===== src/rtl/datapath_sequencer_pkg.sv =====
// Shared definitions for the datapath sequencer: FSM states, instruction
// field positions and ALU opcodes. Optional build macro: SEQ_STEP_EN.
package datapath_sequencer_pkg;

    localparam int IW       = 10;
    localparam int HALT_BIT = 9;
    localparam int ALU_HI   = 8;
    localparam int ALU_LO   = 6;
    localparam int A3_HI    = 5;
    localparam int A3_LO    = 4;
    localparam int A1_HI    = 3;
    localparam int A1_LO    = 2;
    localparam int A2_HI    = 1;
    localparam int A2_LO    = 0;

    localparam logic [2:0] ALU_ADD = 3'b000;
    localparam logic [2:0] ALU_SUB = 3'b001;
    localparam logic [2:0] ALU_AND = 3'b010;

`ifdef SEQ_STEP_EN
    typedef enum logic [2:0] {
        S_IDLE,
        S_FETCH,
        S_EXEC,
        S_DONE,
        S_PAUSE
    } state_t;
`else
    typedef enum logic [1:0] {
        S_IDLE,
        S_FETCH,
        S_EXEC,
        S_DONE
    } state_t;
`endif

    function automatic logic is_halt(input logic [IW-1:0] ir);
        return ir[HALT_BIT];
    endfunction

endpackage


===== src/rtl/datapath_sequencer_prog_mem.sv =====
// Program memory: DEPTH x 10 words, synchronous write, combinational read
// addressed by the program counter. Contents are deliberately not reset.
module seq_prog_mem
    import datapath_sequencer_pkg::*;
#(
    parameter int DEPTH = 16,
    parameter int PCW   = 4
) (
    input  logic          i_clk,
    input  logic          i_we,
    input  logic [PCW-1:0] i_waddr,
    input  logic [IW-1:0]  i_wdata,
    input  logic [PCW-1:0] i_raddr,
    output logic [IW-1:0]  o_rdata
);

    logic [IW-1:0] r_mem [DEPTH];

    always_ff @(posedge i_clk) begin
        if (i_we) begin
            r_mem[i_waddr] <= i_wdata;
        end
    end

    assign o_rdata = r_mem[i_raddr];

endmodule


===== src/rtl/datapath_sequencer.sv =====
// Instruction sequencer feeding the datapath: fetch, decode, one write cycle
// per instruction. Define SEQ_STEP_EN to add single-step (step input, PAUSE).
module datapath_sequencer
    import datapath_sequencer_pkg::*;
#(
    parameter int DEPTH = 16,
    parameter int PCW   = 4
) (
    input  logic           clk,
    input  logic           rst,
    input  logic           prog_we,
    input  logic [PCW-1:0] prog_addr,
    input  logic [9:0]     prog_data,
    input  logic           start,
`ifdef SEQ_STEP_EN
    input  logic           step,
`endif
    output logic           wr,
    output logic [1:0]     addr1,
    output logic [1:0]     addr2,
    output logic [1:0]     addr3,
    output logic [2:0]     ALUControl,
    output logic [PCW-1:0] pc,
    output logic           busy,
    output logic           done
);

    state_t         r_state;
    logic [PCW-1:0] r_pc;
    logic [IW-1:0]  r_ir;
    logic           r_busy;
    logic           r_done;

    logic           w_accept;
    logic           w_mem_we;
    logic [IW-1:0]  w_rdata;
    logic [PCW-1:0] w_pc_next;

    // Programming and start are only honoured while the sequencer is parked.
    assign w_accept  = (r_state == S_IDLE) || (r_state == S_DONE);
    assign w_mem_we  = prog_we && w_accept;
    assign w_pc_next = r_pc + PCW'(1);

    seq_prog_mem #(
        .DEPTH (DEPTH),
        .PCW   (PCW)
    ) u_mem (
        .i_clk   (clk),
        .i_we    (w_mem_we),
        .i_waddr (prog_addr),
        .i_wdata (prog_data),
        .i_raddr (r_pc),
        .o_rdata (w_rdata)
    );

    always_ff @(posedge clk or posedge rst) begin
        if (rst) begin
            r_state <= S_IDLE;
            r_pc    <= '0;
            r_ir    <= '0;
            r_busy  <= 1'b0;
            r_done  <= 1'b0;
        end else begin
            case (r_state)
                S_IDLE, S_DONE: begin
                    if (start) begin
                        r_pc    <= '0;
                        r_done  <= 1'b0;
                        r_busy  <= 1'b1;
                        r_state <= S_FETCH;
                    end
                end
                S_FETCH: begin
                    r_ir    <= w_rdata;
                    r_pc    <= w_pc_next;
                    r_state <= S_EXEC;
                end
                S_EXEC: begin
                    // pc already advanced; a wrap to 0 is an implicit halt.
                    if (is_halt(r_ir) || (r_pc == '0)) begin
                        r_busy  <= 1'b0;
                        r_done  <= 1'b1;
                        r_state <= S_DONE;
                    end else begin
`ifdef SEQ_STEP_EN
                        r_state <= S_PAUSE;
`else
                        r_state <= S_FETCH;
`endif
                    end
                end
`ifdef SEQ_STEP_EN
                S_PAUSE: begin
                    if (step) begin
                        r_state <= S_FETCH;
                    end
                end
`endif
                default: begin
                    r_state <= S_IDLE;
                    r_busy  <= 1'b0;
                    r_done  <= 1'b0;
                end
            endcase
        end
    end

    assign wr         = (r_state == S_EXEC) && !is_halt(r_ir);
    assign ALUControl = r_ir[ALU_HI:ALU_LO];
    assign addr3      = r_ir[A3_HI:A3_LO];
    assign addr1      = r_ir[A1_HI:A1_LO];
    assign addr2      = r_ir[A2_HI:A2_LO];
    assign pc         = r_pc;
    assign busy       = r_busy;
    assign done       = r_done;

endmodule


===== config.mk =====
export PLATFORM = sky130hd
export DESIGN_NAME = datapath_sequencer
export DESIGN_NICKNAME = d
export VERILOG_FILES = /design/src/rtl/datapath_sequencer_pkg.sv /design/src/rtl/datapath_sequencer_prog_mem.sv /design/src/rtl/datapath_sequencer.sv
export SDC_FILE = /design/constraint.sdc
export NUM_CORES = 1
export LEC_CHECK = 0
export CAP_MARGIN = 10
export CORE_MARGIN = 8
export CORE_UTILIZATION = 37
export DETAILED_ROUTE_END_ITERATION = 10
export PLACE_DENSITY_LB_ADDON = 0.12
export SYNTH_ARGS = -nofsm -noshare
export SYNTH_HDL_FRONTEND = slang
export SYNTH_SLANG_ARGS = --single-unit

===== constraint.sdc =====
create_clock -name clk -period 2.8 [get_ports clk]
set_clock_uncertainty 0.2 [all_clocks]
set_input_delay 0.56 -clock clk [delete_from_list [all_inputs] [get_ports clk]]
set_output_delay 0.56 -clock clk [all_outputs]
set_load 0.005 [all_outputs]

==> results of run 1 <==
-- power by group --
group          switching, mW  total (mW)  leakage, nW  internal, mW
Sequential             0.186        3.28         1.65          3.09
Clock                  0.933        2.24        0.264          1.30
Combinational           1.10        2.09        0.832         0.998
Total                   2.22        7.61         2.75          5.40
-- critical path, cell delays in order, from the launching register on --
cell and delay [ps]:
dfrtp_4 580, buf_12 270, clkdlybuf4s50_1 550
-- cell families after synthesis --
kind of cell | after synthesis | synth area share, %
DFF | 178 | 74.5
and+or+nand+nor | 57 | 3.69
AOI/OAI and AO/OA | 52 | 4.81
muxes | 51 | 12.8
buffers and inverters | 34 | 3.30
adders and majority gates | 5 | 0.887
-- per-stage QoR --
step | instance area [sq um] | utilization (%)
final | 8270 | 44.2
after global routing | 8270 | 44.2
after CTS | 8270 | 44.2
after detailed placement | 7710 | 41.2
after global placement | 7710 | 41.2
after floorplan | 7060 | -
-- cell usage in the layout, fill, tap and decap left out, types with 4 or more instances in the layout --
| cell type | count |
|---|---|
| inv_1 | 5 |
| clkbuf_1 | 4 |
| o221ai_1 | 9 |
| clkbuf_16 | 17 |
| a22oi_1 | 9 |
| nor3_2 | 4 |
| edfxtp_1 | 160 |
| clkdlybuf4s50_1 | 33 |
| nor2_1 | 27 |
| nand2_1 | 11 |
| mux2i_1 | 20 |
| dfrtp_1 | 17 |
| mux4_2 | 29 |
| ha_1 | 5 |
| a21oi_1 | 24 |
| buf_4 | 27 |
-- registers in the layout (all words and copies together) (netlist names) --
signal,flops
pc,4
done,1
busy,1
u_mem.r_mem,160
r_state,2
r_ir,10
-- cells in the mapped netlist (2+ instances only) --
cell type	number
edfxtp_1	160
mux4_2	29
nor2_1	27
a21oi_1	24
mux2i_1	20
dfrtp_1	18
buf_4	12
nand2_1	11
a22oi_1	9
o221ai_1	9
buf_2	5
buf_6	5
clkbuf_1	5
ha_1	5
inv_1	5
nor3_1	5
nand2b_1	3
nor2b_1	3
o21ai_0	3
a21o_1	2
a22o_1	2
mux4_1	2
nand3_1	2
-- area by class of cell --
| class | count | area, sq um |
|---|---|---|
| fill | 1598 | 10400 |
| sequential | 178 | 5260 |
| multi-input combinational | 165 | 1590 |
| timing repair buffer | 61 | 553 |
| clock buffer | 21 | 440 |
| tap | 234 | 293 |
| clock inverter | 11 | 114 |
| inverter | 5 | 18.8 |
-- path summary, 6_finish.rpt --
| path | startpoint | to | slack, ps | depth (start not counted) |
|---|---|---|---|---|
| worst max-delay path | pc[0] | pc[0] | 210 | 2 |
| worst min-delay path | rst | done | 280 | 3 |
| worst max register to register | r_state[0] | u_mem.r_mem[0][0] | 510 | 6 |
| worst min register to register | r_ir[3] | r_ir[3] | 330 | 2 |
| max in group asynchronous | rst | pc[0] | 1870 | 3 |
| min in group clk | r_ir[3] | r_ir[3] | 330 | 2 |
-- routing by layer --
metal | share of wire [%] | track usage, % | vias up
met5 | 0 | 0 | -
met4 | 1.3 | 5.04 | 0
met3 | 5.1 | 3.98 | 14
met2 | 46 | 20.8 | 109
met1 | 48 | 19.5 | 1852
li1 | - | - | 1602
==> impl_metrics.yaml, run 1 <==
routing:
  vias_per_cell: 5.30
  drt-initial-drc-count: 266
  routed_wl_um: 15800
  via_count: 3577
  ant_nets: 0
  wl_per_cell_um: 23.4
  drc_errors: 0
  dr.pass1.iters: 4
cts:
  clock-root-buffer: "clkbuf_16"
  cts.clk_slew.worst_paths_ps: 60
  cts_tree: "built"
  cts_made_buffers: 17
  clk_latency_ps: 420
  postCtsSetupRepairBufs: 0
  cts.path.max_buffers: 2
  postCtsHoldBufs: 0
  clkSinkCount: 178
  htree_levels: 4
  ctsResizeCount: 0
sta:
  max_slew_margin_pct: 49.5
  max_slew.worst_pin.slew_ps: 757
  fmax_ghz: 0.386
  layout_worst_path_cycle_share_pct: 92.4
  hold_viol: 0
  drv_slew: 0
  setup_slack_ps: 212
  rsz0062_at_grt: "no"
  finalWorstPathRequiredPeriod_ps: 2590
  report.final.setup_viol: 0
  tns_ps: 0
  worst_hold_slack_ps: 280
yosys:
  yosys_warnings: 0
  synth.avg_cell_area_sq_um: 18.7
  ys_seq_area_share_pct: 74.5
  yosys.cell_types.count: 34
  synth_cells: 377
  synth-seq-cells: 178
  synthTopCellsByArea: "edfxtp_1 (68%), mux4_2 (9.3%), dfrtp_1 (6.4%)"
  synthFlopType: "edfxtp_1"
  synthArstFlopShare_pct: 10.1
  netlist_area_sq_um: 7060
  synth_edf_count: 160
  synth.top_cell.area_share_pct: 68.1
  synth_nets: 400
  yosys.area.top_type: "edfxtp_1"
die:
  core_sq_um: 18700
  start_util_pct: 37.7
  die_x_um: 154
  die_h_um: 154
  row_count: 50
  dieArea_sq_um: 23700
  ios: 34
placed_design:
  gp_congestion: 0.760
  pre_cts_slack_ps: 393
  dpl.cell_count: 643
  numPortBuffers: 33
  dp_hpwl_um: 10400
cells_and_area:
  drive_gt1_share_pct: 19.7
  nets: 451
  area_delta_synth_final_pct: 17.1
  antennaDiodeCount: 0
  post_layout_nonfiller_instances: 675
setup_path:
  critical_path_arrival_ps: 1830
  path_max_fanout: 32
  critical_path_class: "flip-flop to output port"
  worst_ep_required_time_ps: 2040
  startpoint_type: "flip-flop"
  endpoint_kind: "output port"
global_routing:
  grt_overflow: 0
  grt_pass1_wl_um: 24000
  antenna_found_initial: 0
  grt_usage_pct: 14.1
  grt_max_degree: 33
  grt_pass1_vias: 3671
pwr:
  p_leak_nw: 2.75
  worst_ir_drop_vdd_mv: 0.417
  power_per_cell_area_nw_per_um2: 921
  finalPower_mw: 7.61
run_status:
  status: "finished, final reports clean"
job:
  drv_cap: 0
min_path:
  hold_path.class: "primary input to async pin"
(Power assumes the default switching activity.)
==> run 2, diff against run 1 <==
--- a/config.mk
+++ b/config.mk
@@ -9,7 +9,7 @@
 export CORE_MARGIN = 8
 export CORE_UTILIZATION = 37
 export DETAILED_ROUTE_END_ITERATION = 10
-export PLACE_DENSITY_LB_ADDON = 0.12
+export PLACE_DENSITY = 0.53
 export SYNTH_ARGS = -nofsm -noshare
 export SYNTH_HDL_FRONTEND = slang
 export SYNTH_SLANG_ARGS = --single-unit
==> run 2 against run 1 <==
  * Die area unchanged
  * Sequential share of layout area decreased by 0.71 points
  * Fmax increased by 2.5%
  * Critical endpoint is now wr
  * Largest cell class unchanged
  * Sequential cell count unchanged
  * Register-to-register slack about the same
  * Global-route usage decreased by 0.63 points
  * Setup slack improved by 62 ps
  * Clock power increased by 8%
  * Sequential power about the same
  * Clock-buffer cell count increased by 1
==> impl_metrics.yaml, run 2 (same netlist as run 1, synthesis figures left out) <==
die:
  die_x_um: 154
  row_count: 50
  ios: 34
  die_h_um: 154
  start_util_pct: 37.7
  dieArea_sq_um: 23700
  core_sq_um: 18700
setup_path:
  reg2regPathDepth: 6
  reg2reg_from: "r_state[0]"
  crit_path_cell_trace: "inv_1 -> ha_1 -> nor2b_1 -> clkdlybuf4s50_1"
  startpoint_type: "flip-flop"
  endpoint_kind: "output port"
  critical_path_arrival_ps: 1770
  worst_ep_required_time_ps: 2040
  cp_slowest_cell: "clkdlybuf4s50_1"
  max_stage_delay_ps: 510
  critical_path_class: "flip-flop to output port"
  path_max_fanout: 4
  r2r_slack_ps: 520
  reg2reg_to: "u_mem.r_mem[0][9]"
cts:
  cts.clk_slew.worst_paths_ps: 70
  cts_tree: "built"
  clk_latency_ps: 430
  clkSinkCount: 178
  cts_made_buffers: 17
  cts.path.max_buffers: 2
  ctsResizeCount: 0
  htree_levels: 4
  postCtsSetupRepairBufs: 0
  postCtsHoldBufs: 0
  clock-root-buffer: "clkbuf_16"
sta:
  max_slew.worst_pin.slew_ps: 920
  drv_slew: 0
  report.final.setup_viol: 0
  layout_worst_path_cycle_share_pct: 90.2
  setup_slack_ps: 274
  hold_viol: 0
  tns_ps: 0
  fmax_ghz: 0.396
  rsz0062_at_grt: "no"
  finalWorstPathRequiredPeriod_ps: 2530
  worst_hold_slack_ps: 338
  max_slew_margin_pct: 38.6
pwr:
  p_leak_nw: 2.81
  pwr-share-comb_pct: 26.7
  seq_power_share_pct: 42.4
  power.internal_mw: 5.59
  worst_ir_drop_vdd_mv: 0.428
  finalPower_mw: 7.78
  power_per_cell_area_nw_per_um2: 931
  switching_share_pct: 28.2
  power_switching_mw: 2.19
  p_clk_share_pct: 30.9
global_routing:
  grt_overflow: 0
  grt_max_degree: 27
  grt_pass1_wl_um: 23000
  grt_pass1_vias: 3698
  antenna_found_initial: 0
  grt_usage_pct: 13.4
cells_and_area:
  drive_gt1_share_pct: 21.6
  antennaDiodeCount: 0
  layout_commonest_cell: "edfxtp_1"
  final_util_pct: 44.7
  largest_reg_flops: 160
  fillers: 1610
  nets: 455
  final_cell_mix: "edfxtp_1 (160), clkdlybuf4s50_1 (33), buf_4 (30)"
  area_delta_synth_final_pct: 18.5
  top_register: "u_mem.r_mem"
routing:
  routed_wl_um: 15400
  via_count: 3579
  ant_nets: 0
  wl_per_cell_um: 22.7
  dr.pass1.iters: 4
  drt-initial-drc-count: 248
  drc_errors: 0
  vias_per_cell: 5.27
job:
  drv_cap: 0
min_path:
  hold_path.class: "flip-flop to flip-flop"
  worstHoldStart: "done"
  hold_path_depth: 2
  whs_endpoint: "done"
placed_design:
  dp_hpwl_um: 10300
  gp_congestion: 0.755
  pre_cts_slack_ps: 393
  numPortBuffers: 33
run_status:
  status: "finished, final reports clean"
-- run 2: cell types whose count changed in the layout (fill, tap and decap cells not counted), sizes merged --
cell      before  now
buf           28   32
clkinvlp       2    1
clkinv         7    6
bufinv         2    3
clkbuf        21   22
-- run 2: worst max-delay path by stage --
| stage | startpoint | to | slack, ps | cells past startpoint |
|---|---|---|---|---|
| 2_1_floorplan | r_state[0] | u_mem.r_mem[0][0] | 100 | 6 |
| 3_3_place_gp | prog_we | u_mem.r_mem[0][0] | 400 | 5 |
| 3_5_place_dp | prog_we | u_mem.r_mem[0][5] | 390 | 5 |
| 4_1_cts | pc[0] | pc[0] | 220 | 1 |
| 5_1_grt | r_state[0] | wr | 170 | 4 |
| 6_report | r_state[0] | wr | 270 | 4 |
-- run 2: power by group through the flow --
stage | logic [mW] | clock network [mW] | registers [mW]
after floorplan | 1.53 | 0 | 3.22
after global placement | 2.10 | 0 | 3.36
after detailed placement | 2.10 | 0 | 3.37
after CTS | 2.11 | 2.44 | 3.32
after global routing | 2.27 | 2.55 | 3.34
final | 2.08 | 2.41 | 3.30
-- run 2: per-stage QoR --
| stage | area [sq um] | std cells |
|---|---|---|
| 2_1_floorplan | 7060 | 377 |
| 3_3_place_gp | 7750 | 647 |
| 3_5_place_dp | 7750 | 647 |
| 4_1_cts | 8360 | 679 |
| 5_1_grt | 8360 | 679 |
| 6_report | 8360 | 679 |
-- run 2: critical path: cells and delay by family (launching register included) --
kind,cells,cell delay [ps]
and+or+nand+nor,1,140
buffers and inverters,2,580
DFF,1,410
adders and majority gates,1,210
-- run 2: routing by layer --
layer / GRT usage [%] / wire length [um] / part of all wire [%] / up-vias
met4: 4.90 / 178 / 1.2 / 0
met5: 0 / 0 / 0 / -
li1: - / - / - / 1611
met1: 16.6 / 6700 / 43 / 1865
met2: 22.3 / 7740 / 50 / 93
met3: 3.64 / 780 / 5.1 / 10
-- run 2: layout make-up --
type / count / area (sq um) / share of cell area [%]
Clock buffer: 22 / 474 / 5.67
Clock inverter: 10 / 131 / 1.57
Tap cell: 234 / 293 / 3.50
Multi-Input combinational cell: 165 / 1590 / 19.0
Timing Repair Buffer: 65 / 596 / 7.12
Inverter: 5 / 18.8 / 0.225
Sequential cell: 178 / 5260 / 62.9
==> run 3, diff against run 2 <==
==> constraint.sdc (replaced) <==
create_clock -name clk -period 2.8 [get_ports clk]
set_clock_uncertainty 0.2 [all_clocks]
set_input_delay 0.28 -clock clk [delete_from_list [all_inputs] [get_ports clk]]
set_output_delay 0.28 -clock clk [all_outputs]
set_load 0.005 [all_outputs]
==> run 3 against run 2 <==
  * Clock power up 2%
  * Register-to-register slack worse by 50 ps
  * Cell area down 0.49%
  * Combinational power about the same
  * Non-clock buffer count down 5
  * Wire length up 0.84%
  * Sequential power about the same
  * Global-route usage up 0.20 points
  * Fmax up 7.8%
  * Highest routed layer unchanged
==> impl_metrics.yaml, run 3 (same netlist as run 1, synthesis figures left out) <==
sta:
  report.final.setup_viol: 0
  fmax_ghz: 0.427
  tns_ps: 0
  drv_slew: 0
  hold_viol: 0
  layout_worst_path_cycle_share_pct: 83.7
  max_slew.worst_pin.slew_ps: 819
  rsz0062_at_grt: "no"
  finalWorstPathRequiredPeriod_ps: 2340
  setup_slack_ps: 456
  max_slew_margin_pct: 45.4
cts:
  cts.path.max_buffers: 2
  cts_tree: "built"
  htree_levels: 4
  clock-root-buffer: "clkbuf_16"
  cts.clk_slew.worst_paths_ps: 70
  postCtsSetupRepairBufs: 0
  postCtsHoldBufs: 0
  clk_latency_ps: 420
  ctsResizeCount: 0
  cts_made_buffers: 17
  clkSinkCount: 178
min_path:
  hold_path.class: "primary input to async pin"
job:
  drv_cap: 0
pwr:
  power_switching_mw: 2.24
  p_clk_share_pct: 31.3
  power.internal_mw: 5.58
  worst_ir_drop_vdd_mv: 0.512
  power_per_cell_area_nw_per_um2: 940
  p_leak_nw: 2.78
  pwr-share-comb_pct: 26.5
  seq_power_share_pct: 42.2
  switching_share_pct: 28.6
run_status:
  status: "finished, final reports clean"
cells_and_area:
  register_area_sq_um: 5260
  area_delta_synth_final_pct: 17.9
  drive_gt1_share_pct: 20.7
  nets: 450
  multi_input_area_sq_um: 1590
  final_util_pct: 44.5
  fillers: 1593
  final_cell_mix: "edfxtp_1 (160), clkdlybuf4s50_1 (33), mux4_2 (29)"
  antennaDiodeCount: 0
  layout_commonest_cell: "edfxtp_1"
  largest_reg_flops: 160
  top_register: "u_mem.r_mem"
global_routing:
  grt_overflow: 0
  grt_usage_pct: 13.6
  grt_pass1_vias: 3747
  grt_pass1_wl_um: 23500
  grt_max_degree: 24
  antenna_found_initial: 0
placed_design:
  gp_congestion: 0.795
  numPortBuffers: 33
  pre_cts_slack_ps: 484
  dp_hpwl_um: 10400
die:
  die_h_um: 154
  row_count: 50
  ios: 34
  core_sq_um: 18700
  die_x_um: 154
  start_util_pct: 37.7
  dieArea_sq_um: 23700
routing:
  routed_wl_um: 15500
  wl_per_cell_um: 23.0
  dr.pass1.iters: 5
  drt-initial-drc-count: 336
  drc_errors: 0
  via_count: 3581
  vias_per_cell: 5.31
  ant_nets: 0
setup_path:
  critical_path_arrival_ps: 1860
  max_stage_delay_ps: 640
  endpoint_kind: "output port"
  crit_path_cell_trace: "buf_12 -> clkdlybuf4s50_1"
  worst_ep_required_time_ps: 2320
  path_max_fanout: 23
  critical_path_class: "flip-flop to output port"
  cp_slowest_cell: "dfrtp_4"
  r2r_slack_ps: 470
  startpoint_type: "flip-flop"
[run 3: cell count changes in the layout (fill, tap and decap cells not counted), sizes merged]
| cell | previous run | this run |
|---|---|---|
| clkinv | 6 | 7 |
| buf | 32 | 27 |
| inv | 5 | 7 |
| clkbuf | 22 | 17 |
| bufinv | 3 | 4 |
| clkinvlp | 1 | 2 |
[run 3: per-stage QoR]
| stage | instance area (sq um) | power, mW | hold WS (ps) | cells |
|---|---|---|---|---|
| after floorplan | 7060 | 4.75 | 18.6 | 377 |
| after global placement | 7700 | 5.44 | 315 | 642 |
| after detailed placement | 7700 | 5.46 | 314 | 642 |
| after CTS | 8320 | 7.91 | 122 | 674 |
| after global routing | 8320 | 8.18 | 165 | 674 |
| final | 8320 | 7.82 | 116 | 674 |
[run 3: power by group through the flow]
stage          clock network [mW]  registers [mW]  logic (mW)
2_1_floorplan                   0            3.22        1.53
3_3_place_gp                    0            3.36        2.08
3_5_place_dp                    0            3.37        2.09
4_1_cts                      2.50            3.31        2.10
5_1_grt                      2.59            3.33        2.26
6_report                     2.45            3.30        2.07
[run 3: final cells by class]
type / instances / share of cell area (%)
inverter: 5 / 0.226
sequential: 178 / 63.2
multi-input combinational: 165 / 19.1
tap: 234 / 3.52
clock inverter: 15 / 2.27
timing repair buffer: 60 / 6.56
clock buffer: 17 / 5.11
[run 3: path summary, 6_finish.rpt]
| path | from | end | cells after the start |
|---|---|---|---|
| setup / recovery | pc[0] | pc[0] | 2 |
| hold / removal | rst | pc[2] | 2 |
| setup reg to reg | r_state[0] | u_mem.r_mem[2][8] | 6 |
| hold reg to reg | r_ir[0] | r_ir[0] | 2 |
| max in group asynchronous | rst | pc[0] | 2 |
| min in group clk | r_ir[0] | r_ir[0] | 2 |
[run 3: layer usage]
layer | share of wire (%) | up-vias | global-route usage, %
met4 | 2.0 | 0 | 6.07
met2 | 49 | 107 | 22.2
met1 | 44 | 1854 | 16.8
met3 | 5.2 | 18 | 3.64
li1 | - | 1602 | -
met5 | 0 | - | 0
[run 3: worst max-delay path: cells and delay by family (launching register included)]
kind	cells	cell delay, ps
buf+inv	2	780
flops	1	640
